--- src/rtl/uwb_pkg.sv ---
// Shared types and defaults for the UWB poll/burst reader.
package uwb_pkg;

  typedef enum logic [3:0] {
    S_IDLE,
    S_POLL_LEN,
    S_POLL_CMD,
    S_POLL_DUMMY,
    S_POLL_WAIT,
    S_DECIDE,
    S_GAP,
    S_BURST_LEN,
    S_BURST_CMD,
    S_BURST_DATA,
    S_DRAIN
  } state_t;

  localparam int UWB_STAT_CMD  = 3;
  localparam int UWB_BURST_CMD = 191;

  // Per-slot tag travelling alongside the SPI response latency.
  typedef struct packed {
    logic valid;
    logic last;
    logic hdr;
  } slot_tag_t;

  // SPI frame length byte: payload slots plus the command slot.
  function automatic logic [15:0] frame_len(input logic [15:0] payload);
    return payload + 16'd1;
  endfunction

endpackage

--- src/rtl/uwb_burst_reader_if.sv ---
// Downstream byte stream towards the FTDI TX FIFO; ready is advisory only.
interface uwb_burst_reader_if #(
  parameter int DATA_W = 8
);
  logic [DATA_W-1:0] out_data;
  logic              out_valid;
  logic              out_last;
  logic              out_ready;

  modport master (output out_data, output out_valid, output out_last, input out_ready);
  modport slave  (input out_data, input out_valid, input out_last, output out_ready);
endinterface

--- src/rtl/uwb_rx_align.sv ---
// Delays per-slot tags by RX_LAT cycles so they line up with the SPI response bytes.
module uwb_rx_align
  import uwb_pkg::*;
#(
  parameter int DATA_W = 8,
  parameter int RX_LAT = 2
) (
  input  logic              clk,
  input  logic              rst_n,
  input  slot_tag_t         slot_tag,
  input  logic [DATA_W-1:0] hdr_data,
  input  logic [DATA_W-1:0] rx_data,
  output logic              out_valid,
  output logic              out_last,
  output logic [DATA_W-1:0] out_data
);

  slot_tag_t pipe [RX_LAT];
  slot_tag_t tag_out;

  always_ff @(posedge clk or negedge rst_n) begin
    if (!rst_n) begin
      for (int i = 0; i < RX_LAT; i++) pipe[i] <= '0;
    end else begin
      pipe[0] <= slot_tag;
      for (int i = 1; i < RX_LAT; i++) pipe[i] <= pipe[i-1];
    end
  end

  assign tag_out   = pipe[RX_LAT-1];
  assign out_valid = tag_out.valid | tag_out.hdr;
  assign out_last  = tag_out.valid & tag_out.last;
  assign out_data  = tag_out.hdr   ? hdr_data :
                     tag_out.valid ? rx_data  : '0;

endmodule

--- src/rtl/uwb_burst_reader.sv ---
// Polls UWB TX-buffer usage over the byte-slot SPI master and burst-reads it into the FTDI FIFO.
// Define UWB_RD_HDR_EN to prefix each burst with a length header byte.
module uwb_burst_reader
  import uwb_pkg::*;
#(
  parameter int DATA_W    = 8,
  parameter int CNT_W     = 8,
  parameter int MAX_BURST = 64,
  parameter int RX_LAT    = 2,
  parameter int STAT_CMD  = UWB_STAT_CMD,
  parameter int BURST_CMD = UWB_BURST_CMD,
  parameter int POLL_GAP  = 16
) (
  input  logic                clk,
  input  logic                rst_n,
  input  logic                en,
  input  logic [CNT_W-1:0]    fifo_free,
  output logic [DATA_W-1:0]   spi_tx_data,
  input  logic [DATA_W-1:0]   spi_rx_data,
  uwb_burst_reader_if.master  out_if,
  output logic                busy,
  output logic                overflow,
  input  logic                clr_ovf
);

  // state        | meaning
  // S_IDLE       | spi idle, waits for en
  // S_POLL_LEN   | poll frame length byte (2)
  // S_POLL_CMD   | usage-query command
  // S_POLL_DUMMY | dummy slot whose response is the usage
  // S_POLL_WAIT  | RX_LAT cycles until usage arrives, captured on last
  // S_DECIDE     | n = min(usage, MAX_BURST, free space)
  // S_GAP        | POLL_GAP idle cycles after an empty poll
  // S_BURST_LEN  | burst frame length byte (n+1)
  // S_BURST_CMD  | burst-read command
  // S_BURST_DATA | n dummy slots, each returns one data byte
  // S_DRAIN      | RX_LAT cycles for the last responses to land

  localparam int GAP_W = (POLL_GAP > 1) ? $clog2(POLL_GAP) : 1;
  localparam logic [CNT_W-1:0] MAX_B  = CNT_W'(MAX_BURST);
  localparam logic [CNT_W-1:0] LAT_M1 = CNT_W'(RX_LAT - 1);
  localparam logic [GAP_W-1:0] GAP_M1 = GAP_W'((POLL_GAP > 0) ? POLL_GAP - 1 : 0);

  state_t            state, state_nxt;
  logic [CNT_W-1:0]  tmr, tmr_nxt;
  logic [CNT_W-1:0]  n, n_nxt;
  logic [CNT_W-1:0]  u, u_nxt;
  logic [GAP_W-1:0]  gap_cnt, gap_nxt;
  logic [CNT_W-1:0]  cap, n_calc;
  slot_tag_t         slot_tag;
  logic              out_valid_i, out_last_i;
  logic [DATA_W-1:0] out_data_i;

  always_comb begin
`ifdef UWB_RD_HDR_EN
    // One FIFO entry is reserved for the header byte.
    cap = (fifo_free == '0) ? '0 : fifo_free - CNT_W'(1);
`else
    cap = fifo_free;
`endif
    n_calc = (u < MAX_B) ? u : MAX_B;
    if (cap < n_calc) n_calc = cap;
  end

  always_ff @(posedge clk or negedge rst_n) begin
    if (!rst_n) begin
      state   <= S_IDLE;
      tmr     <= '0;
      n       <= '0;
      u       <= '0;
      gap_cnt <= '0;
    end else begin
      state   <= state_nxt;
      tmr     <= tmr_nxt;
      n       <= n_nxt;
      u       <= u_nxt;
      gap_cnt <= gap_nxt;
    end
  end

  always_comb begin
    state_nxt   = state;
    tmr_nxt     = tmr;
    n_nxt       = n;
    u_nxt       = u;
    gap_nxt     = gap_cnt;
    spi_tx_data = '0;
    slot_tag    = '0;
    busy        = (state != S_IDLE);
    case (state)
      S_IDLE:       if (en) state_nxt = S_POLL_LEN;
      S_POLL_LEN: begin
        spi_tx_data = DATA_W'(2);
        state_nxt   = S_POLL_CMD;
      end
      S_POLL_CMD: begin
        spi_tx_data = DATA_W'(STAT_CMD);
        state_nxt   = S_POLL_DUMMY;
      end
      S_POLL_DUMMY: begin
        tmr_nxt   = LAT_M1;
        state_nxt = S_POLL_WAIT;
      end
      S_POLL_WAIT: begin
        if (tmr == '0) begin
          u_nxt     = CNT_W'(spi_rx_data);
          state_nxt = S_DECIDE;
        end else begin
          tmr_nxt = tmr - CNT_W'(1);
        end
      end
      S_DECIDE: begin
        n_nxt = n_calc;
        if (n_calc != '0) begin
          state_nxt = S_BURST_LEN;
        end else if (POLL_GAP == 0) begin
          state_nxt = S_IDLE;
        end else begin
          gap_nxt   = GAP_M1;
          state_nxt = S_GAP;
        end
      end
      S_GAP: begin
        if (gap_cnt == '0) state_nxt = S_IDLE;
        else               gap_nxt   = gap_cnt - GAP_W'(1);
      end
      S_BURST_LEN: begin
        spi_tx_data = DATA_W'(frame_len(16'(n)));
        state_nxt   = S_BURST_CMD;
      end
      S_BURST_CMD: begin
        spi_tx_data = DATA_W'(BURST_CMD);
`ifdef UWB_RD_HDR_EN
        slot_tag.hdr = 1'b1;
`endif
        tmr_nxt   = n - CNT_W'(1);
        state_nxt = S_BURST_DATA;
      end
      S_BURST_DATA: begin
        slot_tag.valid = 1'b1;
        if (tmr == '0) begin
          slot_tag.last = 1'b1;
          tmr_nxt       = LAT_M1;
          state_nxt     = S_DRAIN;
        end else begin
          tmr_nxt = tmr - CNT_W'(1);
        end
      end
      S_DRAIN: begin
        if (tmr == '0) state_nxt = S_IDLE;
        else           tmr_nxt   = tmr - CNT_W'(1);
      end
      default: state_nxt = S_IDLE;
    endcase
  end

  uwb_rx_align #(
    .DATA_W (DATA_W),
    .RX_LAT (RX_LAT)
  ) u_rx_align (
    .clk       (clk),
    .rst_n     (rst_n),
    .slot_tag  (slot_tag),
    .hdr_data  (DATA_W'(n)),
    .rx_data   (spi_rx_data),
    .out_valid (out_valid_i),
    .out_last  (out_last_i),
    .out_data  (out_data_i)
  );

  assign out_if.out_valid = out_valid_i;
  assign out_if.out_last  = out_last_i;
  assign out_if.out_data  = out_data_i;

  // A new loss takes priority over a clear in the same cycle.
  always_ff @(posedge clk or negedge rst_n) begin
    if (!rst_n)                                overflow <= 1'b0;
    else if (out_valid_i && !out_if.out_ready) overflow <= 1'b1;
    else if (clr_ovf)                          overflow <= 1'b0;
  end

endmodule

--- src/flat_wrapper.sv ---
// flat-port wrapper written by rule: the top's interface ports become plain ports
module uwb_burst_reader_flat import uwb_pkg::*;
#(
  parameter int DATA_W    = 8,
  parameter int CNT_W     = 8,
  parameter int MAX_BURST = 64,
  parameter int RX_LAT    = 2,
  parameter int STAT_CMD  = UWB_STAT_CMD,
  parameter int BURST_CMD = UWB_BURST_CMD,
  parameter int POLL_GAP  = 16
)
  (clk, rst_n, en, fifo_free, spi_tx_data, spi_rx_data, busy, overflow, clr_ovf, out_if_out_data, out_if_out_valid, out_if_out_last, out_if_out_ready);
  uwb_burst_reader_if #(.DATA_W(DATA_W)) out_if_i ();
  input  logic clk;
  input  logic rst_n;
  input  logic en;
  input  logic [CNT_W-1:0] fifo_free;
  output logic [DATA_W-1:0] spi_tx_data;
  input  logic [DATA_W-1:0] spi_rx_data;
  output logic busy;
  output logic overflow;
  input  logic clr_ovf;
  output wire logic [$bits(out_if_i.out_data)-1:0] out_if_out_data;
  output wire logic [$bits(out_if_i.out_valid)-1:0] out_if_out_valid;
  output wire logic [$bits(out_if_i.out_last)-1:0] out_if_out_last;
  input wire logic [$bits(out_if_i.out_ready)-1:0] out_if_out_ready;
  assign out_if_out_data = out_if_i.out_data;
  assign out_if_out_valid = out_if_i.out_valid;
  assign out_if_out_last = out_if_i.out_last;
  assign out_if_i.out_ready = out_if_out_ready;
  uwb_burst_reader #(.DATA_W(DATA_W), .CNT_W(CNT_W), .MAX_BURST(MAX_BURST), .RX_LAT(RX_LAT), .STAT_CMD(STAT_CMD), .BURST_CMD(BURST_CMD), .POLL_GAP(POLL_GAP)) u_core (.clk(clk), .rst_n(rst_n), .en(en), .fifo_free(fifo_free), .spi_tx_data(spi_tx_data), .spi_rx_data(spi_rx_data), .out_if(out_if_i), .busy(busy), .overflow(overflow), .clr_ovf(clr_ovf));
endmodule
--- config.mk ---
export PLATFORM = sky130hd
export DESIGN_NAME = uwb_burst_reader_flat
export DESIGN_NICKNAME = d
export VERILOG_FILES = /design/src/rtl/uwb_pkg.sv /design/src/rtl/uwb_burst_reader_if.sv /design/src/rtl/uwb_rx_align.sv /design/src/rtl/uwb_burst_reader.sv /design/src/flat_wrapper.sv
export SDC_FILE = /design/constraint.sdc
export NUM_CORES = 1
export LEC_CHECK = 0
export BUFFER_PORTS_ARGS = -buffer_cell sky130_fd_sc_hd__buf_2
export CORE_MARGIN = 8
export CORE_UTILIZATION = 61
export DETAILED_ROUTE_END_ITERATION = 10
export GPL_ROUTABILITY_DRIVEN = 0
export PLACE_DENSITY = 0.85
export SYNTH_ARGS = -nofsm -noshare
export SYNTH_HDL_FRONTEND = slang
export SYNTH_SLANG_ARGS = --single-unit
--- constraint.sdc ---
create_clock -name clk -period 5.3 [get_ports clk]
set_input_delay 0 -clock clk [delete_from_list [all_inputs] [get_ports clk]]
set_output_delay 0 -clock clk [all_outputs]
set_load 0.02 [all_outputs]
==> flow_metrics.env, run 1 <==
export IMPL_worst_path_max_fanout=15
export IMPL_crit_cells=8
export IMPL_final_net_count=373
export IMPL_synth_edf_count=0
export IMPL_vias=2415
export IMPL_grtUsageTotal=0.213
export IMPL_cap_violations=0
export IMPL_async_reset_ff_frac=1.00
export IMPL_root_buffer="clkbuf_8"
export IMPL_skew_ns=0.00529
export IMPL_grt_pass1_vias=2362
export IMPL_grt_antenna_before_repair=0
export IMPL_grt_max_degree=38
export IMPL_fin_crit_ns=3.14
export IMPL_cts_buffers=5
export IMPL_wl_per_cell_um=16.8
export IMPL_post_cts_setup_buffers=0
export IMPL_wirelength_um=6590
export IMPL_r2r_start="u_core.u[6]"
export IMPL_clk_path_buf_depth=2
export IMPL_ctsHoldBuffers=16
export IMPL_grt_pass1_wl_um=11000
export IMPL_antenna_cells=0
export IMPL_crit_path_end_kind="flip-flop"
export IMPL_critPathTopFamily="simple AND/OR/NAND/NOR gates"
export IMPL_p_comb_frac=0.489
export IMPL_tightest_slew_ns=0.810
export IMPL_post_cts_resized=0
export IMPL_r2r_cells=8
export IMPL_num_rows=23
export IMPL_start_util=0.632
export IMPL_power_share_sequential=0.353
export IMPL_die_width_um=80.1
export IMPL_drc_errors=0
export IMPL_dp_slack_ns=2.26
export IMPL_fillers=279
export IMPL_period_share=0.592
export IMPL_worstSetupPathType="reg2reg"
export IMPL_die_h_um=80.1
export IMPL_gr_total_overflow=0
export IMPL_startpoint_type="flip-flop"
export IMPL_r2r_end="u_core.state[0]"
export IMPL_rsz0062_at_grt="no"
export IMPL_clock_sinks=37
export IMPL_yosysUniqueCellTypes=55
export IMPL_pin_count=41
export IMPL_p_leak_nw=1.32
export IMPL_pwr_density_cell_nw_per_um2=549
export IMPL_worst_skew_pair_late_latency_ns=0.29
export IMPL_startpoint="u_core.u[6]"
export IMPL_routed_via_density=6.16
export IMPL_tns_ns=0
export IMPL_arrival_ns=3.31
export IMPL_io_buffers=40
export IMPL_synth_top_area_cell="dfrtp_1"
export IMPL_area_delta_synth_final_pct=18.5
export IMPL_setup_slack_ns=2.16
export IMPL_fmax_mhz=319
export IMPL_max_stage_delay_ns=0.62
export IMPL_cp_required_ns=5.48
export IMPL_drtPass1Iterations=5
export IMPL_synth_cells=291
export IMPL_p_sw_frac=0.457
export IMPL_hold_violations=0
export IMPL_cts_htree_levels=2
export IMPL_endpoint="u_core.state[0]"
export IMPL_crit_slowest_cell="nor2_1"
export IMPL_drt_iter0_drc=193
export IMPL_dp_hpwl_um=4540
export IMPL_crit_path_frequent_cell="nor2_1"
export IMPL_power_frac_clock=0.158
export IMPL_r2r_slack_ns=2.16
export IMPL_final_cell_mix="buf_2, dfrtp_1, nand2_1"
export IMPL_tritoncts="done"
export IMPL_syn_area_per_cell_um2=8.63
export IMPL_synth_seq_cells=37
export IMPL_ys_seq_area_frac=0.369
export IMPL_clk_pin_slew_ns=0.07
export IMPL_finalSetupViolCount=0
export IMPL_min_path_type="in2reg"
export IMPL_drv_slew=0
export IMPL_yosysWarnings=0
export IMPL_ir_drop_v=0.000325
export IMPL_final_common_cell="buf_2"
export IMPL_synth_nets=323
export IMPL_p_sw_mw=0.746
export IMPL_status="complete, no violations"
export IMPL_slew_headroom=0.460
export IMPL_utilization=0.749
export IMPL_netlist_area_um2=2510
export IMPL_synthTopCellsByArea="dfrtp_1, ha_1, nand2_1"
export IMPL_layout_drive_gt1_share=0.193
export IMPL_drtAntennaViolNets=0
export IMPL_crit_path_cell_trace="nor2_1, nand2_1, ha_1, a21oi_1, a31oi_1, nor2_1, mux2_2, a311o_1"
export IMPL_synthFlopType="dfrtp_1"
export IMPL_cp_num_buf_inv=0
export IMPL_synth_top_area_share=0.369
export IMPL_core_area_um2=3970
export IMPL_die_area_um2=6420
export IMPL_power_internal_mw=0.887
-- synth_stat cells, types with 2 or more instances --
master,n
o211ai_1,3
xor2_1,6
nand2_1,33
a21oi_1,13
or3_1,6
and2_1,10
clkbuf_1,6
nand2b_1,4
a22oi_1,2
or2_2,2
nand3_1,22
dfrtp_1,37
o22ai_1,3
nand4_1,2
nor4_1,6
a31oi_1,2
nor2b_1,5
a2bb2oi_1,2
inv_1,12
mux2_2,10
o21ai_0,22
xnor2_1,9
ha_1,11
nor3_1,6
o31ai_1,3
buf_2,4
o311ai_0,2
nor2_1,20
and3_1,2
-- flip-flops by register name, summed over array words and instances, names as in the netlist --
register	cells
u_core.tmr	8
u_core.u_rx_align.pipe	4
u_core.n	8
u_core.u	8
u_core.overflow	1
u_core.gap_cnt	4
u_core.state	4
-- power by group through the flow --
stage               registers [mW]  logic (mW)  clock network, mW
floorplan                    0.474       0.701                  0
global placement             0.569       0.749                  0
detailed placement           0.575       0.774                  0
CTS                          0.570       0.792              0.259
global route                 0.596       0.890              0.272
finish                       0.576       0.799              0.258
-- final cells by class --
type | count | area (um^2) | area share
sequential | 37 | 926 | 0.311
clock inverter | 1 | 30.0 | 0.0101
multi-input combinational | 229 | 1460 | 0.492
tap | 50 | 62.6 | 0.0210
inverter | 12 | 45.0 | 0.0151
timing repair buffer | 56 | 360 | 0.121
clock buffer | 7 | 86.3 | 0.0290
-- cell families (layout without fill, tap and decap cells) --
family          count (synthesis)  count (layout)  synth area share
xor+xnor                       15              15            0.0523
compound gates                 65              65             0.166
buf+inv                        25              76            0.0479
other cells                     1               1           0.00149
fa+ha+maj                      11              11            0.0548
simple gates                  126             126             0.260
flops                          37              37             0.369
mux                            11              11            0.0489
-- per-stage QoR --
stage                     instance area (um^2)  power [mW]  cells  hold WS, ns
after CTS                                 2970        1.62    392      0.00623
after floorplan                           2510        1.17    291       -0.296
after global routing                      2970        1.76    392       0.0197
after detailed placement                  2700        1.35    368        0.143
final                                     2970        1.63    392      0.00985
after global placement                    2700        1.32    368        0.135
-- per-layer routing --
metal	wire length, um	part of all wire	track usage
met5	0	0	0
met4	173	0.026	0.0927
met3	493	0.075	0.0525
met2	3300	0.50	0.365
met1	2630	0.40	0.245
-- tightest hold or removal path, cell delays in order --
cell and delay (ns):
buf_2 0.12, nand3_1 0.07, o211ai_1 0.07
-- worst min-delay path by stage --
stage / from / endpoint / slack [ns] / depth (start not counted)
after floorplan: rst_n / u_core.gap_cnt[0] / -0.30 / 0
after global placement: rst_n / u_core.gap_cnt[1] / 0.13 / 1
after detailed placement: rst_n / u_core.gap_cnt[1] / 0.14 / 1
after CTS: fifo_free[2] / u_core.n[2] / 0.006 / 3
after global routing: fifo_free[0] / u_core.n[0] / 0.02 / 3
final: fifo_free[0] / u_core.n[0] / 0.01 / 3
(Power assumes the default switching activity.)
==> run 2: changes to the inputs <==
--- a/config.mk
+++ b/config.mk
@@ -7,10 +7,10 @@
 export LEC_CHECK = 0
 export BUFFER_PORTS_ARGS = -buffer_cell sky130_fd_sc_hd__buf_2
 export CORE_MARGIN = 8
-export CORE_UTILIZATION = 61
+export CORE_UTILIZATION = 57
 export DETAILED_ROUTE_END_ITERATION = 10
 export GPL_ROUTABILITY_DRIVEN = 0
-export PLACE_DENSITY = 0.85
+export PLACE_DENSITY = 0.8
 export SYNTH_ARGS = -nofsm -noshare
 export SYNTH_HDL_FRONTEND = slang
 export SYNTH_SLANG_ARGS = --single-unit
==> constraint.sdc (replaced) <==
create_clock -name clk -period 3.12 [get_ports clk]
set_input_delay 0 -clock clk [delete_from_list [all_inputs] [get_ports clk]]
set_output_delay 0 -clock clk [all_outputs]
set_load 0.02 [all_outputs]
==> flow_metrics.env, run 2 (synthesized netlist as in run 1, its figures left out) <==
export IMPL_crit_path_frequent_cell="nor2_1"
export IMPL_ir_drop_v=0.000571
export IMPL_p_sw_frac=0.468
export IMPL_drt_iter0_drc=278
export IMPL_tightest_slew_ns=0.824
export IMPL_fin_crit_ns=2.62
export IMPL_drtAntennaViolNets=0
export IMPL_multi_input_area_um2=1460
export IMPL_fmax_mhz=381
export IMPL_die_width_um=82.4
export IMPL_grt_pass1_wl_um=11200
export IMPL_utilization=0.695
export IMPL_gr_total_overflow=0
export IMPL_crit_slowest_cell="nor2_1"
export IMPL_p_leak_nw=1.33
export IMPL_power_share_sequential=0.356
export IMPL_grt_max_degree=38
export IMPL_cp_num_buf_inv=0
export IMPL_regArea_um2=926
export IMPL_cts_htree_levels=2
export IMPL_place_inst=373
export IMPL_p_comb_frac=0.517
export IMPL_startpoint_type="flip-flop"
export IMPL_clock_sinks=37
export IMPL_grt_antenna_before_repair=0
export IMPL_crit_path_end_kind="flip-flop"
export IMPL_total_power_mw=2.73
export IMPL_cp_required_ns=3.30
export IMPL_clk_path_buf_depth=2
export IMPL_area_delta_synth_final_pct=18.8
export IMPL_grt_pass1_vias=2449
export IMPL_routed_via_density=6.08
export IMPL_worst_skew_pair_late_latency_ns=0.29
export IMPL_fin_hold_ws_ns=0.0129
export IMPL_cts_buffers=5
export IMPL_layout_drive_gt1_share=0.200
export IMPL_reg_top3="u_core.n x8, u_core.tmr x8, u_core.u x8"
export IMPL_hold_violations=0
export IMPL_crit_path_cell_trace="nor2_1, nand2_1, ha_1, a21oi_1, o21ai_0, nor2_1, mux2_2, a311o_1"
export IMPL_pwr_density_cell_nw_per_um2=914
export IMPL_met1_usage=0.243
export IMPL_status="complete, no violations"
export IMPL_die_h_um=82.4
export IMPL_tns_ns=0
export IMPL_root_buffer="clkbuf_8"
export IMPL_grtUsageTotal=0.211
export IMPL_critPathTopFamily="simple AND/OR/NAND/NOR gates"
export IMPL_vias=2412
export IMPL_p_sw_mw=1.28
export IMPL_core_area_um2=4290
export IMPL_wirelength_um=6660
export IMPL_final_area_um2=2980
export IMPL_final_net_count=377
export IMPL_num_rows=24
export IMPL_die_area_um2=6780
export IMPL_finalSetupViolCount=0
export IMPL_power_frac_clock=0.128
export IMPL_worst_path_max_fanout=9
export IMPL_dp_hpwl_um=4600
export IMPL_cap_violations=0
export IMPL_post_cts_setup_buffers=0
export IMPL_slew_headroom=0.450
export IMPL_use_met2=0.360
export IMPL_skew_ns=0.00472
export IMPL_max_stage_delay_ns=0.45
export IMPL_power_internal_mw=1.45
export IMPL_drv_slew=0
export IMPL_clk_pin_slew_ns=0.08
export IMPL_fin_cells=397
export IMPL_wl_per_cell_um=16.8
export IMPL_io_buffers=40
export IMPL_ctsHoldBuffers=17
export IMPL_use_met3=0.0541
export IMPL_final_common_cell="buf_2"
export IMPL_setup_slack_ns=0.496
export IMPL_gr_max_usage_layer="met2"
export IMPL_drtPass1Iterations=4
export IMPL_final_cell_mix="buf_2, dfrtp_1, nand2_1"
export IMPL_dp_slack_ns=0.531
export IMPL_period_share=0.841
export IMPL_pin_count=41
export IMPL_worstSetupPathType="reg2reg"
export IMPL_post_cts_resized=0
export IMPL_rsz0062_at_grt="no"
export IMPL_start_util=0.584
export IMPL_dpl_instance_area_um2=2720
export IMPL_antenna_cells=0
export IMPL_min_path_type="in2reg"
export IMPL_fillers=330
export IMPL_arrival_ns=2.80
export IMPL_tritoncts="done"
export IMPL_drc_errors=0
run 2: cell types whose count changed in the layout (fill, tap and decap cells not counted), sizes merged:
cell / previous run / this run
buf: 40 / 43
clkinvlp: 0 / 1
clkbuf: 7 / 6
bufinv: 1 / 0
dlygate4sd3: 16 / 17
run 2: tightest hold or removal path: cells and delay by family:
kind / cells / cell delay [ns]
AND/OR/NAND/NOR: 2 / 0.14
buffers and inverters: 1 / 0.13
run 2: final timing paths:
path,start,slack (ns),end,cells after the start
setup / recovery,u_core.u[6],0.50,u_core.state[0],8
hold / removal,fifo_free[3],0.01,u_core.n[3],3
setup reg to reg,u_core.u[6],0.50,u_core.state[0],8
hold reg to reg,u_core.u_rx_align.pipe[4],0.35,u_core.u_rx_align.pipe[1],0
max in group asynchronous,rst_n,2.26,u_core.tmr[5],2
min in group asynchronous,rst_n,0.34,u_core.gap_cnt[3],2
run 2: final cells by class:
type,count,area share
Clock buffer,6,0.0277
Clock inverter,1,0.00252
Inverter,12,0.0151
Multi-Input combinational cell,229,0.491
Sequential cell,37,0.310
Tap cell,52,0.0218
Timing Repair Buffer,60,0.132
run 2: power by group through the flow:
stage | sequential, mW | clock (mW) | combinational, mW
finish | 0.970 | 0.349 | 1.41
global route | 0.999 | 0.374 | 1.57
CTS | 0.951 | 0.357 | 1.39
detailed placement | 0.963 | 0 | 1.37
global placement | 0.945 | 0 | 1.34
floorplan | 0.805 | 0 | 1.19
run 2: per-layer routing:
layer | up-vias | share of wire
met5 | - | 0
met2 | 93 | 0.50
met1 | 1152 | 0.41
met4 | 0 | 0.029
li1 | 1146 | -
met3 | 21 | 0.057
